==> src/rtl/multicycle_ctrl.sv <==
// Sequencing controller for a multi-cycle MIPS datapath with shared instruction/data memory.
// Define JUMP_EN to compile the JUMP state and dispatch opcode 000010 to it.
//
// state  | meaning
// -------+-------------------------------------------------
// FETCH  | read instruction at PC, PC <= PC+4 on mem_ready
// DECODE | branch target into ALUOut, dispatch on opcode
// MEMADR | effective address for lw/sw
// MEMRD  | data read, wait for mem_ready
// MEMWB  | MDR into rt
// MEMWR  | data write, wait for mem_ready
// EXEC   | R-type ALU operation
// RWB    | ALUOut into rd
// BRANCH | beq compare, conditional PC load from ALUOut
// JUMP   | PC <= jump target (JUMP_EN only)
// IEXEC  | addi ALU operation
// IWB    | ALUOut into rt
module multicycle_ctrl #(
   parameter int CNT_W = 32
) (
   input  logic             clk,
   input  logic             rst_n,
   input  logic [5:0]       opcode,
   input  logic             zf,
   input  logic             mem_ready,
   output logic             pc_en,
   output logic             i_or_d,
   output logic             mem_read,
   output logic             mem_write,
   output logic             ir_write,
   output logic             reg_dst,
   output logic             mem_to_reg,
   output logic             reg_write,
   output logic             alu_src_a,
   output logic [1:0]       alu_src_b,
   output logic [1:0]       alu_op,
   output logic [1:0]       pc_source,
   output logic             illegal_op,
   output logic [3:0]       state,
   output logic [CNT_W-1:0] retired
);

   localparam logic [3:0] S_FETCH  = 4'd0;
   localparam logic [3:0] S_DECODE = 4'd1;
   localparam logic [3:0] S_MEMADR = 4'd2;
   localparam logic [3:0] S_MEMRD  = 4'd3;
   localparam logic [3:0] S_MEMWB  = 4'd4;
   localparam logic [3:0] S_MEMWR  = 4'd5;
   localparam logic [3:0] S_EXEC   = 4'd6;
   localparam logic [3:0] S_RWB    = 4'd7;
   localparam logic [3:0] S_BRANCH = 4'd8;
`ifdef JUMP_EN
   localparam logic [3:0] S_JUMP   = 4'd9;
   localparam logic [5:0] OP_J     = 6'b000010;
`endif
   localparam logic [3:0] S_IEXEC  = 4'd10;
   localparam logic [3:0] S_IWB    = 4'd11;

   localparam logic [5:0] OP_RTYPE = 6'b000000;
   localparam logic [5:0] OP_LW    = 6'b100011;
   localparam logic [5:0] OP_SW    = 6'b101011;
   localparam logic [5:0] OP_BEQ   = 6'b000100;
   localparam logic [5:0] OP_ADDI  = 6'b001000;

   logic [3:0]       state_q;
   logic [3:0]       state_d;
   logic             is_store;
   logic             op_legal;
   logic [3:0]       dispatch;
   logic             retire;
   logic [CNT_W-1:0] retired_q;

   logic pc_write, pc_write_cond;
   logic mem_read_i, mem_write_i, ir_write_i, reg_write_i, illegal_i;

   always_ff @(posedge clk or negedge rst_n) begin
      if (!rst_n) begin
         state_q <= S_FETCH;
      end else begin
         state_q <= state_d;
      end
   end

   // opcode is only valid in DECODE, so MEMADR needs lw/sw remembered
   always_ff @(posedge clk or negedge rst_n) begin
      if (!rst_n) begin
         is_store <= 1'b0;
      end else if (state_q == S_DECODE) begin
         is_store <= (opcode == OP_SW);
      end
   end

   always_ff @(posedge clk or negedge rst_n) begin
      if (!rst_n) begin
         retired_q <= '0;
      end else if (retire) begin
         retired_q <= retired_q + CNT_W'(1);
      end
   end

   always_comb begin
      op_legal = 1'b1;
      dispatch = S_FETCH;
      case (opcode)
         OP_RTYPE:     dispatch = S_EXEC;
         OP_LW, OP_SW: dispatch = S_MEMADR;
         OP_BEQ:       dispatch = S_BRANCH;
         OP_ADDI:      dispatch = S_IEXEC;
`ifdef JUMP_EN
         OP_J:         dispatch = S_JUMP;
`endif
         default:      op_legal = 1'b0;
      endcase
   end

   always_comb begin
      state_d = S_FETCH;
      case (state_q)
         S_FETCH:  state_d = mem_ready ? S_DECODE : S_FETCH;
         S_DECODE: state_d = dispatch;
         S_MEMADR: state_d = is_store ? S_MEMWR : S_MEMRD;
         S_MEMRD:  state_d = mem_ready ? S_MEMWB : S_MEMRD;
         S_MEMWR:  state_d = mem_ready ? S_FETCH : S_MEMWR;
         S_EXEC:   state_d = S_RWB;
         S_IEXEC:  state_d = S_IWB;
         default:  state_d = S_FETCH;
      endcase
   end

   always_comb begin
      retire = 1'b0;
      case (state_q)
         S_MEMWB, S_RWB, S_BRANCH, S_IWB: retire = 1'b1;
`ifdef JUMP_EN
         S_JUMP:                          retire = 1'b1;
`endif
         S_MEMWR:                         retire = mem_ready;
         default:                         retire = 1'b0;
      endcase
   end

   always_comb begin
      pc_write      = 1'b0;
      pc_write_cond = 1'b0;
      i_or_d        = 1'b0;
      mem_read_i    = 1'b0;
      mem_write_i   = 1'b0;
      ir_write_i    = 1'b0;
      reg_dst       = 1'b0;
      mem_to_reg    = 1'b0;
      reg_write_i   = 1'b0;
      alu_src_a     = 1'b0;
      alu_src_b     = 2'b00;
      alu_op        = 2'b00;
      pc_source     = 2'b00;
      illegal_i     = 1'b0;
      case (state_q)
         S_FETCH: begin
            mem_read_i = 1'b1;
            alu_src_b  = 2'b01;
            ir_write_i = mem_ready;
            pc_write   = mem_ready;
         end
         S_DECODE: begin
            alu_src_b = 2'b11;
            illegal_i = ~op_legal;
         end
         S_MEMADR: begin
            alu_src_a = 1'b1;
            alu_src_b = 2'b10;
         end
         S_MEMRD: begin
            mem_read_i = 1'b1;
            i_or_d     = 1'b1;
         end
         S_MEMWB: begin
            reg_write_i = 1'b1;
            mem_to_reg  = 1'b1;
         end
         S_MEMWR: begin
            mem_write_i = 1'b1;
            i_or_d      = 1'b1;
         end
         S_EXEC: begin
            alu_src_a = 1'b1;
            alu_op    = 2'b10;
         end
         S_RWB: begin
            reg_write_i = 1'b1;
            reg_dst     = 1'b1;
         end
         S_BRANCH: begin
            alu_src_a     = 1'b1;
            alu_op        = 2'b01;
            pc_write_cond = 1'b1;
            pc_source     = 2'b01;
         end
`ifdef JUMP_EN
         S_JUMP: begin
            pc_write  = 1'b1;
            pc_source = 2'b10;
         end
`endif
         S_IEXEC: begin
            alu_src_a = 1'b1;
            alu_src_b = 2'b10;
         end
         S_IWB: begin
            reg_write_i = 1'b1;
         end
         default: begin
            alu_src_b = 2'b00;
         end
      endcase
   end

   // state already sits in FETCH during reset; only the strobes need masking
   assign pc_en      = rst_n & (pc_write | (pc_write_cond & zf));
   assign mem_read   = rst_n & mem_read_i;
   assign mem_write  = rst_n & mem_write_i;
   assign ir_write   = rst_n & ir_write_i;
   assign reg_write  = rst_n & reg_write_i;
   assign illegal_op = rst_n & illegal_i;
   assign state      = state_q;
   assign retired    = retired_q;

endmodule

==> config.mk <==
export PLATFORM = sky130hd
export DESIGN_NAME = multicycle_ctrl
export DESIGN_NICKNAME = d
export VERILOG_FILES = /design/src/rtl/multicycle_ctrl.sv
export SDC_FILE = /design/constraint.sdc
export NUM_CORES = 1
export LEC_CHECK = 0
export ABC_AREA = 1
export CAP_MARGIN = 20
export CORE_MARGIN = 2
export CORE_UTILIZATION = 43
export CTS_BUF_LIST = sky130_fd_sc_hd__clkbuf_16
export CTS_CLUSTER_DIAMETER = 30
export DETAILED_ROUTE_END_ITERATION = 10
export GPL_TIMING_DRIVEN = 0
export PLACE_DENSITY = 0.79
export SLEW_MARGIN = 20
export SYNTH_ARGS = -nofsm -noshare
export SYNTH_HDL_FRONTEND = slang
export SYNTH_SLANG_ARGS = --single-unit
==> constraint.sdc <==
create_clock -name clk -period 4.3 [get_ports clk]
set_clock_uncertainty 0.05 [all_clocks]
set_input_delay 0.645 -clock clk [delete_from_list [all_inputs] [get_ports clk]]
set_output_delay 0.645 -clock clk [all_outputs]
set_load 0.01 [all_outputs]
==> metrics.txt <==
# TYPE chip_impl_metric gauge
chip_impl_info{name="run_status",value="complete, no violations"} 1
chip_impl_info{name="hold_class",value="input port to asynchronous set/reset pin"} 1
chip_impl_metric{name="share_seq_of_total_power",unit=""} 0.320
chip_impl_metric{name="hpwlAfterDp",unit="um"} 4850
chip_impl_metric{name="drt-met1-wl",unit="um"} 2800
chip_impl_metric{name="max_freq",unit="MHz"} 345
chip_impl_metric{name="max_slew.worst_pin.slew",unit="ns"} 0.543
chip_impl_metric{name="nFillCells",unit=""} 510
chip_impl_info{name="startpoint_type",value="input port"} 1
chip_impl_metric{name="dieArea",unit="um2"} 6420
chip_impl_metric{name="cts_max_path_buffers",unit=""} 2
chip_impl_metric{name="power.combinational.fraction",unit=""} 0.464
chip_impl_metric{name="stdcell_area",unit="um2"} 3340
chip_impl_metric{name="antenna_found_initial",unit=""} 0
chip_impl_metric{name="ir_worst_vdd",unit="mV"} 0.252
chip_impl_metric{name="final_critical_path_share_of_the_clock_period",unit=""} 0.674
chip_impl_metric{name="effective_utilization_at_floorplan",unit=""} 0.450
chip_impl_metric{name="grt_max_degree",unit=""} 27
chip_impl_metric{name="synth_edf_count",unit=""} 0
chip_impl_metric{name="yosys_warnings",unit=""} 0
chip_impl_metric{name="finalWorstPathRequiredPeriod",unit="ns"} 2.90
chip_impl_metric{name="io_pins",unit=""} 62
chip_impl_metric{name="height_of_the_chip",unit="um"} 80.1
chip_impl_metric{name="post_drt_via_cell_ratio",unit=""} 4.88
chip_impl_metric{name="grt_pass1_wl",unit="um"} 10400
chip_impl_metric{name="critPathArrivalTime",unit="ns"} 2.20
chip_impl_metric{name="drt_first_pass_iters",unit=""} 4
chip_impl_metric{name="worst_slack",unit="ns"} 1.40
chip_impl_metric{name="synth_fp_nets",unit=""} 382
chip_impl_metric{name="synth-seq-area-share",unit=""} 0.371
chip_impl_metric{name="clkSlewWorstSetupHoldPaths",unit="ns"} 0.06
chip_impl_metric{name="routed-wl-met3",unit="um"} 203
chip_impl_metric{name="clock_latency_at_the_later_pin_of_the_worst_skew_pair",unit="ns"} 0.28
chip_impl_metric{name="timing.final.setup_violations",unit=""} 0
chip_impl_metric{name="syn-mean-instance-area",unit="um2"} 6.72
chip_impl_metric{name="synth_async_sr_flop_share",unit=""} 1.00
chip_impl_info{name="rsz0062_at_grt",value="no"} 1
chip_impl_metric{name="cts_post_setup_buffers_inserted",unit=""} 0
chip_impl_metric{name="p_clk_frac",unit=""} 0.216
chip_impl_info{name="synth-main-ff-cell",value="dfrtp_1"} 1
chip_impl_metric{name="worst_slew_margin_rel",unit=""} 0.635
chip_impl_metric{name="max_cap_violations",unit=""} 0
chip_impl_metric{name="post_layout_nonfiller_instances",unit=""} 512
chip_impl_metric{name="mapped_cells",unit=""} 371
chip_impl_metric{name="power.net_switching",unit="uW"} 644
chip_impl_metric{name="route.detailed.drc",unit=""} 0
chip_impl_metric{name="dpl-instance-area",unit="um2"} 3200
chip_impl_metric{name="pwr_density_cell",unit="nW/um2"} 482
chip_impl_metric{name="p_leak",unit="nW"} 1.60
chip_impl_metric{name="placeableCoreArea",unit="um2"} 5540
chip_impl_info{name="criticalPathCategory",value="input port to output port"} 1
chip_impl_metric{name="rr_worst_depth",unit=""} 7
chip_impl_info{name="layout.cells.most_common_list",value="nand2_1 (121), inv_1 (60), clkdlybuf4s50_1 (59)"} 1
chip_impl_metric{name="cts_resized",unit=""} 0
chip_impl_metric{name="sequential_cell_area",unit="um2"} 926
chip_impl_metric{name="length_of_routed_met2_wiring",unit="um"} 2980
chip_impl_metric{name="placement.setup.worst_slack",unit="ns"} 1.40
chip_impl_metric{name="die-width",unit="um"} 80.1
chip_impl_metric{name="drive_above_1_share",unit=""} 0.0773
chip_impl_info{name="top_layer_used",value="met4"} 1
chip_impl_metric{name="post-route-util",unit=""} 0.602
chip_impl_info{name="critical_path.endpoint_type",value="output port"} 1
chip_impl_metric{name="synthDistinctLibCells",unit=""} 31
chip_impl_info{name="cts_root_buffer",value="clkbuf_16"} 1
chip_impl_metric{name="remaining_overflow_grt",unit=""} 0
chip_impl_metric{name="total_negative_setup_slack",unit="ns"} 0
chip_impl_metric{name="route.antenna.remaining_nets",unit=""} 0
chip_impl_metric{name="vias",unit=""} 2500
chip_impl_metric{name="intPower",unit="uW"} 964
chip_impl_metric{name="cts-htree-levels",unit=""} 2
chip_impl_metric{name="drt_iter0_drc",unit=""} 108
chip_impl_metric{name="finish.net_count",unit=""} 450
chip_impl_metric{name="synth_area",unit="um2"} 2490
chip_impl_metric{name="timing_max_transition_violations_final",unit=""} 0
chip_impl_metric{name="swShare",unit=""} 0.400
chip_impl_metric{name="insertedDiodeCount",unit=""} 0
chip_impl_metric{name="synth-seq-cells",unit=""} 37
chip_impl_info{name="final_common_cell",value="nand2_1"} 1
chip_impl_info{name="tritoncts",value="yes"} 1
chip_impl_metric{name="gr-usage-all-layers",unit=""} 0.205
chip_impl_metric{name="place.gp.congestion",unit=""} 0.924
chip_impl_metric{name="placed_cells",unit=""} 504
chip_impl_metric{name="area_growth_syn_to_layout",unit="%"} 33.9
chip_impl_metric{name="multi_input_area",unit="um2"} 1280
chip_impl_metric{name="numClockSinks",unit=""} 37
chip_impl_metric{name="cts_inserted_buffers",unit=""} 5
chip_impl_metric{name="crit_fanout",unit=""} 26
chip_impl_metric{name="cts_hold_repair.buffers",unit=""} 0
chip_impl_metric{name="fp-row-count",unit=""} 27
chip_impl_metric{name="grt_pass1_vias",unit=""} 2380
chip_impl_metric{name="post_detailed_route_wirelength_per_cell",unit="um"} 11.9
chip_impl_metric{name="drt_wl_total",unit="um"} 6080
chip_impl_metric{name="hold_viol",unit=""} 0
chip_impl_metric{name="numPortBuffers",unit=""} 60
chip_impl_metric{name="critPathRequiredTime",unit="ns"} 3.61
-- worst max-delay path, stage by stage --
cell,delay [ns]
buf_2,0.28
buf_12,0.23
inv_1,0.14
nor4_1,0.31
clkdlybuf4s50_1,0.59
-- layer usage --
layer	vias to the layer above	GRT usage
met4	0	0.0695
met2	57	0.337
met5	-	0
met1	1157	0.271
met3	11	0.0393
li1	1275	-
-- path summary, 6_finish.rpt --
path | from | endpoint | slack [ns]
max | rst_n | illegal_op | 1.40
min | rst_n | retired[12] | 0.20
max reg2reg | retired[0] | retired[14] | 2.46
min reg2reg | is_store | state[1] | 0.42
max in group asynchronous | rst_n | retired[1] | 3.56
min in group clk | is_store | state[1] | 0.42
-- metrics by stage --
step	total power, mW	hold slack, ns
after floorplan	0.941	0.299
after global placement	1.25	0.424
after detailed placement	1.27	0.419
after CTS	1.62	0.209
after global routing	1.72	0.221
final	1.61	0.198
-- power by group through the flow --
stage	Clock, mW	Combinational, mW	Sequential (mW)
after floorplan	0	0.405	0.537
after global placement	0	0.730	0.518
after detailed placement	0	0.747	0.520
after CTS	0.353	0.753	0.515
after global routing	0.365	0.829	0.528
final	0.347	0.747	0.514
-- kinds of logic after synthesis --
| family | synth area share |
|---|---|
| AO/OA/AOI/OAI | 0.0372 |
| XOR/XNOR | 0.0668 |
| adder cells (fa/ha/maj) | 0.00502 |
| buffers and inverters | 0.113 |
| flip-flops | 0.371 |
| other | 0.00150 |
| AND/OR/NAND/NOR | 0.405 |
-- flip-flops by register name (all words and copies together), names as in the netlist --
| signal | cells |
|---|---|
| is_store | 1 |
| state | 4 |
| retired | 32 |
-- area by class of cell --
| cell class | count | area share |
|---|---|---|
| inverters | 61 | 0.0686 |
| well taps | 72 | 0.0270 |
| clock buffers | 5 | 0.0375 |
| plain buffers | 6 | 0.0157 |
| flip-flops and latches | 37 | 0.277 |
| clock inverters | 3 | 0.00412 |
| repair buffers | 61 | 0.184 |
| multi-input cells | 267 | 0.385 |
-- Yosys cell counts, types with 2 or more instances --
master	instances	share of area
nand2_2	10	0.025
buf_4	4	0.012
inv_2	2	0.0030
nor2_4	2	0.0090
o21ai_0	2	0.0040
inv_1	59	0.089
nand3b_1	2	0.0060
nor3_1	3	0.0060
nor2_1	57	0.086
nand4_1	10	0.025
buf_6	2	0.0090
dfrtp_1	37	0.37
nand3_1	22	0.044
xor2_1	18	0.063
o211ai_1	2	0.0060
a21oi_1	4	0.0080
nand2_1	121	0.18
(Power assumes the default switching activity.)
